[src/rtl/wave_sel_ctrl.sv]
// Waveform-select controller: debounced active-low next/prev buttons step a wave
// index with hold-to-repeat, wrap or saturate at the ends, and a change strobe.
module wave_sel_ctrl #(
    parameter int N_WAVES      = 5,
    parameter int SEL_W        = 3,
    parameter int DEBOUNCE_CYC = 480,
    parameter int REPEAT_DELAY = 24000,
    parameter int REPEAT_RATE  = 4800,
    parameter bit WRAP         = 1'b1
) (
    input  logic             clk,
    input  logic             reset,
    input  logic             key_next,
    input  logic             key_prev,
    output logic [SEL_W-1:0] wave_sel,
    output logic             sel_changed,
    output logic             sel_dir
);
    localparam int DB_W    = $clog2(DEBOUNCE_CYC + 1);
    localparam int TMR_MAX = (REPEAT_DELAY > REPEAT_RATE) ? REPEAT_DELAY : REPEAT_RATE;
    localparam int TMR_W   = $clog2(TMR_MAX + 1);

    localparam logic [SEL_W-1:0] SEL_MAX   = SEL_W'(N_WAVES - 1);
    localparam logic [DB_W-1:0]  DB_END    = DB_W'(DEBOUNCE_CYC);
    localparam logic [TMR_W-1:0] DELAY_END = TMR_W'(REPEAT_DELAY - 1);
    localparam logic [TMR_W-1:0] RATE_END  = TMR_W'(REPEAT_RATE - 1);

    if (((2 ** SEL_W) < N_WAVES) || (N_WAVES < 2) || (DEBOUNCE_CYC < 1) ||
        (REPEAT_DELAY < 1) || (REPEAT_RATE < 1)) begin : g_param_check
        $error("wave_sel_ctrl: illegal parameter combination");
    end

    typedef enum logic [1:0] {S_IDLE, S_DELAY, S_REPEAT, S_LOCK} state_t;

    // Bit 0 is the next key, bit 1 the prev key; all levels are active-low.
    logic [1:0]       key_raw;
    logic [1:0]       sync_p0, sync_p1;
    logic [1:0]       db_lvl, db_lvl_d;
    logic [DB_W-1:0]  db_cnt [2];
    logic [1:0]       prs_ev, rel_ev;

    state_t           state, state_nxt;
    logic             own_up, own_up_nxt;
    logic [TMR_W-1:0] timer, timer_nxt;
    logic             own_rel, other_prs;
    logic             do_step, do_clear, step_up;
    logic [SEL_W:0]   step_res;
    logic [SEL_W-1:0] sel_nxt;
    logic             chg_nxt, dir_nxt;

    // Returns {changed, new index}; a blocked step at an end reports no change.
    function automatic logic [SEL_W:0] step_index(input logic [SEL_W-1:0] cur,
                                                  input logic up);
        logic [SEL_W-1:0] nxt;
        logic             chg;
        nxt = cur;
        chg = 1'b1;
        if (up) begin
            if (cur != SEL_MAX) nxt = cur + 1'b1;
            else if (WRAP)      nxt = '0;
            else                chg = 1'b0;
        end else begin
            if (cur != '0)      nxt = cur - 1'b1;
            else if (WRAP)      nxt = SEL_MAX;
            else                chg = 1'b0;
        end
        return {chg, nxt};
    endfunction

    assign key_raw = {key_prev, key_next};

    // Synchroniser and debouncer stage
    always_ff @(posedge clk or posedge reset) begin
        if (reset) begin
            sync_p0   <= 2'b11;
            sync_p1   <= 2'b11;
            db_lvl    <= 2'b11;
            db_lvl_d  <= 2'b11;
            db_cnt[0] <= '0;
            db_cnt[1] <= '0;
        end else begin
            sync_p0  <= key_raw;
            sync_p1  <= sync_p0;
            db_lvl_d <= db_lvl;
            for (int k = 0; k < 2; k++) begin
                if (sync_p1[k] == db_lvl[k]) begin
                    db_cnt[k] <= '0;
                end else if (db_cnt[k] == DB_END) begin
                    db_lvl[k] <= sync_p1[k];
                    db_cnt[k] <= '0;
                end else begin
                    db_cnt[k] <= db_cnt[k] + 1'b1;
                end
            end
        end
    end

    assign prs_ev    = db_lvl_d & ~db_lvl;
    assign rel_ev    = ~db_lvl_d & db_lvl;
    assign own_rel   = own_up ? rel_ev[0] : rel_ev[1];
    assign other_prs = own_up ? prs_ev[1] : prs_ev[0];

    // Stepping FSM; release is tested before timer expiry so it always wins
    always_comb begin
        state_nxt  = state;
        own_up_nxt = own_up;
        timer_nxt  = '0;
        do_step    = 1'b0;
        do_clear   = 1'b0;
        step_up    = own_up;
        case (state)
            S_IDLE: begin
                if (prs_ev == 2'b11) begin
                    do_clear  = 1'b1;
                    state_nxt = S_LOCK;
                end else if (prs_ev != 2'b00) begin
                    do_step    = 1'b1;
                    step_up    = prs_ev[0];
                    own_up_nxt = prs_ev[0];
                    state_nxt  = S_DELAY;
                end
            end
            S_DELAY: begin
                if (own_rel) begin
                    state_nxt = S_IDLE;
                end else if (other_prs) begin
                    state_nxt = S_LOCK;
                end else if (timer == DELAY_END) begin
                    do_step   = 1'b1;
                    state_nxt = S_REPEAT;
                end else begin
                    timer_nxt = timer + 1'b1;
                end
            end
            S_REPEAT: begin
                if (own_rel) begin
                    state_nxt = S_IDLE;
                end else if (other_prs) begin
                    state_nxt = S_LOCK;
                end else if (timer == RATE_END) begin
                    do_step = 1'b1;
                end else begin
                    timer_nxt = timer + 1'b1;
                end
            end
            S_LOCK: begin
                if (db_lvl == 2'b11) state_nxt = S_IDLE;
            end
            default: state_nxt = S_IDLE;
        endcase
    end

    always_comb begin
        step_res = step_index(wave_sel, step_up);
        sel_nxt  = wave_sel;
        chg_nxt  = 1'b0;
        dir_nxt  = sel_dir;
        if (do_clear) begin
            sel_nxt = '0;
            if (wave_sel != '0) begin
                chg_nxt = 1'b1;
                dir_nxt = 1'b0;
            end
        end else if (do_step && step_res[SEL_W]) begin
            sel_nxt = step_res[SEL_W-1:0];
            chg_nxt = 1'b1;
            dir_nxt = step_up;
        end
    end

    // Output register stage
    always_ff @(posedge clk or posedge reset) begin
        if (reset) begin
            state       <= S_IDLE;
            own_up      <= 1'b1;
            timer       <= '0;
            wave_sel    <= '0;
            sel_changed <= 1'b0;
            sel_dir     <= 1'b1;
        end else begin
            state       <= state_nxt;
            own_up      <= own_up_nxt;
            timer       <= timer_nxt;
            wave_sel    <= sel_nxt;
            sel_changed <= chg_nxt;
            sel_dir     <= dir_nxt;
        end
    end

endmodule

[config.mk]
export PLATFORM = sky130hd
export DESIGN_NAME = wave_sel_ctrl
export DESIGN_NICKNAME = d
export VERILOG_FILES = /design/src/rtl/wave_sel_ctrl.sv
export SDC_FILE = /design/constraint.sdc
export NUM_CORES = 1
export LEC_CHECK = 0
export ABC_AREA = 1
export ABC_CLOCK_PERIOD_IN_PS = 1850
export BUFFER_PORTS_ARGS = -buffer_cell sky130_fd_sc_hd__buf_2
export CAP_MARGIN = 20
export CORE_AREA = 2 2 82 104
export DETAILED_ROUTE_END_ITERATION = 12
export DIE_AREA = 0 0 84 106
export SETUP_SLACK_MARGIN = 0.4
export SYNTH_ARGS = -nofsm -noshare
export SYNTH_HDL_FRONTEND = slang
export SYNTH_SLANG_ARGS = --single-unit
[constraint.sdc]
create_clock -name clk -period 1.85 [get_ports clk]
set_input_delay 0.2775 -clock clk [delete_from_list [all_inputs] [get_ports clk]]
set_output_delay 0.2775 -clock clk [all_outputs]
set_load 0.005 [all_outputs]
==> summary.md <==
| Metric | Value |
|---|---|
| R2R depth | 6 |
| Slowest stage delay, CP | approximately 0.45 ns |
| Logic pwr share | 0.051 |
| Inst Count DP | between 400 and 500 |
| Sw Share | 0.2322 |
| Crit. Startpoint | state[0] |
| Sequential Power Share | 0.610 |
| Gr usage total | 0.1234 |
| Final Skew | between 0.004 and 0.005 ns |
| Vias in the first global route | 2143 |
| Worst-case vdd ir drop | about 0.00034 V |
| WP depth | 6 |
| Max_cap viols | 0 |
| Delay-heaviest family, CP | flip-flops |
| Post-Syn Instances | 309 |
| Initial Util | 0.3384 |
| Crit path buffers/inverters | 1 |
| Filler cells | approximately 790 |
| Die height | about 110 um |
| GRT overflow | 0 |
| Worst slew margin | 0.7744 |
| Layout cells sized above 1 | 0.3353 |
| Mean post-synth cell area | ~8.8 um^2 |
| I/O pin total | 9 |
| Worst reg-to-reg setup slack | approximately 0.24 ns |
| Routed WL | between 5000 and 6000 um |
| First-pass GRT wire length | just over 9000 um |
| Critical-path top delay cell | dfrtp_1 |
| PortBufs | 8 |
| Lkg Pwr | ~1.5 nW |
| Die Area | 8904 um^2 |
| Crit Path Class | flop to flop |
| Placement Rows | 37 |
| Post-synth net total | ~330 |
| Detailed Place HPWL | between 3000 and 4000 um |
| First-pass DRT Iterations | 4 |
| # setup viols final | 0 |
| CP required | around 2.1 ns |
| Synth Register Bits | 49 |
| Clock slew seen by the registers of the worst setup and hold paths | 0.09 ns |
| Status | complete, no violations |
| RSZ-0062 raised after global routing | yes |
| DRC | 0 |
| Initial antenna violation count | 0 |
| Max H-tree Level | 2 |
| Via Count | about 2100 |
| Area of the multi-input gates | ~1600 um^2 |
| Syn. warnings | 0 |
| FF+latch area | around 1200 um^2 |
| Psw | between 0.0004 and 0.0005 W |
| Vias/cell | approximately 4.7 |
| Pwr Density | about 540 nW/um^2 |
| RD Place Congestion | roughly 0.83 |
| Distinct cells, synth | 33 |
| Max Buffers Root-to-Sink | 2 |
| CP endpoint kind | flop |
| Maximum clock frequency | just over 0.6 GHz |
| Worst path arrival time | ~1.8 ns |
| CORE AREA | ~8000 um^2 |
| Post-layout min period | between 1.5 and 2 ns |
| Register area share after synthesis | 0.4571 |
| Clock share of power | 0.339 |
| P_int | ~0.0014 W |
| Async set or reset register ratio after synthesis | 1.000 |
| Main synth FF type | dfrtp_1 |
| Mapped Area | around 2700 um^2 |
| Finished Layout Cells | 440 |
| Root Driver | clkbuf_8 |
| Largest net degree at the start of global routing | 50 |
| Hold Path Class | input port to async pin |
| CP max FO | 7 |
| CTS tree | built |
| Slew at the pin closest to its max-slew limit | roughly 0.34 ns |
| Syn-to-layout area delta | 24.47% |
| DR WL/cell | around 12 um |
| Post-route ant nets | 0 |
| Max-slew violations | 0 |
| CTS sink cnt | a little under 50 |
| CP Cell Sequence | inv_1 > ha_1 > nand3_4 > o31ai_4 > nand2_4 > nor2_2 |
| Chip Width | between 80 and 90 um |
| Clock Latency Late Sink | around 0.30 ns |
| DR iter-0 viols | roughly 100 |
| Fin. Hold Viols | 0 |
| Diode count | 0 |
| Number of synthesized flops with an enable pin | 0 |
| TNS Setup | 0 ns |
| Reg-to-reg startpoint | state[0] |
| CP Launch Type | flop |
| CTS buffer count | 5 |
| Final period utilization | 0.8692 |
| Final #Nets | 364 |
power by group through the flow:
stage | clock [W] | combinational (W) | sequential, W
finish | 0.000615 | 0.0000929 | 0.00111
global route | 0.000701 | 0.000108 | 0.00111
CTS | 0.000654 | 0.0000701 | 0.00110
detailed placement | 0 | 0.0000696 | 0.00112
global placement | 0 | 0.0000686 | 0.00112
floorplan | 0 | 0.0000469 | 0.00112
cell usage in the layout (no fill, tap or decap), types with 4 or more instances in the layout:
master	n
nand2_1	40
dfrtp_1	37
inv_1	35
nor2_1	34
nand3_1	18
buf_4	16
nor2_2	12
xor2_1	12
ha_1	11
inv_2	10
dfstp_2	10
buf_2	8
nor2_4	7
nand3_2	7
nand4_1	7
nand2_2	6
nor3_1	6
a21oi_1	6
o21ai_0	6
clkbuf_8	5
nand2_4	4
xnor2_1	4
ha_4	4
synth_stat cells (all sizes together), types with 4 or more instances:
cell type / n / area [um^2]
inv: 45 / 168.9
nand3: 28 / 155.2
xor2: 13 / 113.9
ha: 18 / 225.2
o21ai: 11 / 58.80
xnor2: 4 / 35.03
nand4: 7 / 43.79
dfstp: 10 / 262.8
nor3b: 4 / 30.03
nor3: 9 / 45.04
a21oi: 7 / 35.03
nor2: 53 / 241.5
nand2: 49 / 191.4
dfrtp: 39 / 975.9
final timing paths:
check,to
worst min register to register,sync_p1[1]
worst max register to register,timer[7]
worst max-delay path,timer[7]
min in group clk,sync_p0[1]
worst min-delay path,db_cnt[10]
max in group asynchronous,sync_p0[1]
worst register-to-register path, stage by stage, from the launching register on:
cell     delay (ns)
dfrtp_1        0.45
inv_1          0.13
ha_1           0.21
nand3_4        0.11
o31ai_4        0.34
nand2_4        0.17
nor2_2         0.13
cells by family (layout without fill, tap and decap cells):
kind of cell,Yosys count,after routing,share of synthesized area
fa+ha+maj,18,18,0.08310
mux,2,2,0.007848
simple gates,154,155,0.2761
xor+xnor,17,17,0.05494
buf+inv,46,79,0.06786
compound gates,23,23,0.05309
flops,49,49,0.4571
flip-flops by register name, indices dropped and copies added (netlist names):
register and flops:
sel_changed 1, timer 15, sync_p0 2, state 2, sync_p1 2, db_lvl_d 2
db_cnt 18, sel_dir 1, wave_sel 3, own_up 1, db_lvl 2
per-layer routing:
layer | share of wire | vias up | wire (um) | global-route usage
li1 | - | 1057 | - | -
met1 | 0.43 | 991 | 2255 | 0.1419
met2 | 0.54 | 20 | 2809 | 0.2291
met3 | 0.018 | 8 | 97 | 0.01863
met4 | 0.015 | 0 | 81 | 0.04608
met5 | 0 | - | 0 | 0
metrics by stage:
step | worst slack (ns) | power (W) | hold WS [ns] | util | cell area [um^2]
after detailed placement | 0.1147 | 0.001193 | 0.3401 | 0.3635 | 2912
after global placement | 0.1521 | 0.001191 | 0.3371 | 0.3635 | 2912
after floorplan | 0.3606 | 0.001167 | 0.2820 | - | 2738
final | 0.2420 | 0.001816 | 0.002443 | 0.4212 | 3373
after global routing | 0.1208 | 0.001920 | 0.008525 | 0.4212 | 3373
after CTS | 0.2740 | 0.001828 | 0.006849 | 0.3932 | 3149
layout make-up:
class / instances / share of cell area
Clock inverter: 2 / 0.002967
Clock buffer: 6 / 0.02151
Sequential cell: 49 / 0.3680
Multi-Input combinational cell: 215 / 0.4648
Timing Repair Buffer: 26 / 0.05675
Inverter: 45 / 0.05007
Tap cell: 97 / 0.03598
what timing repair did:
action,4_1_cts,5_1_grt
setup endpoints to repair,24,34
setup buffers,6,10
pin swaps,20,16
hold buffers,0,0
resized for setup,23,31
cloned,1,0
Power figures use the tool's default switching activity.
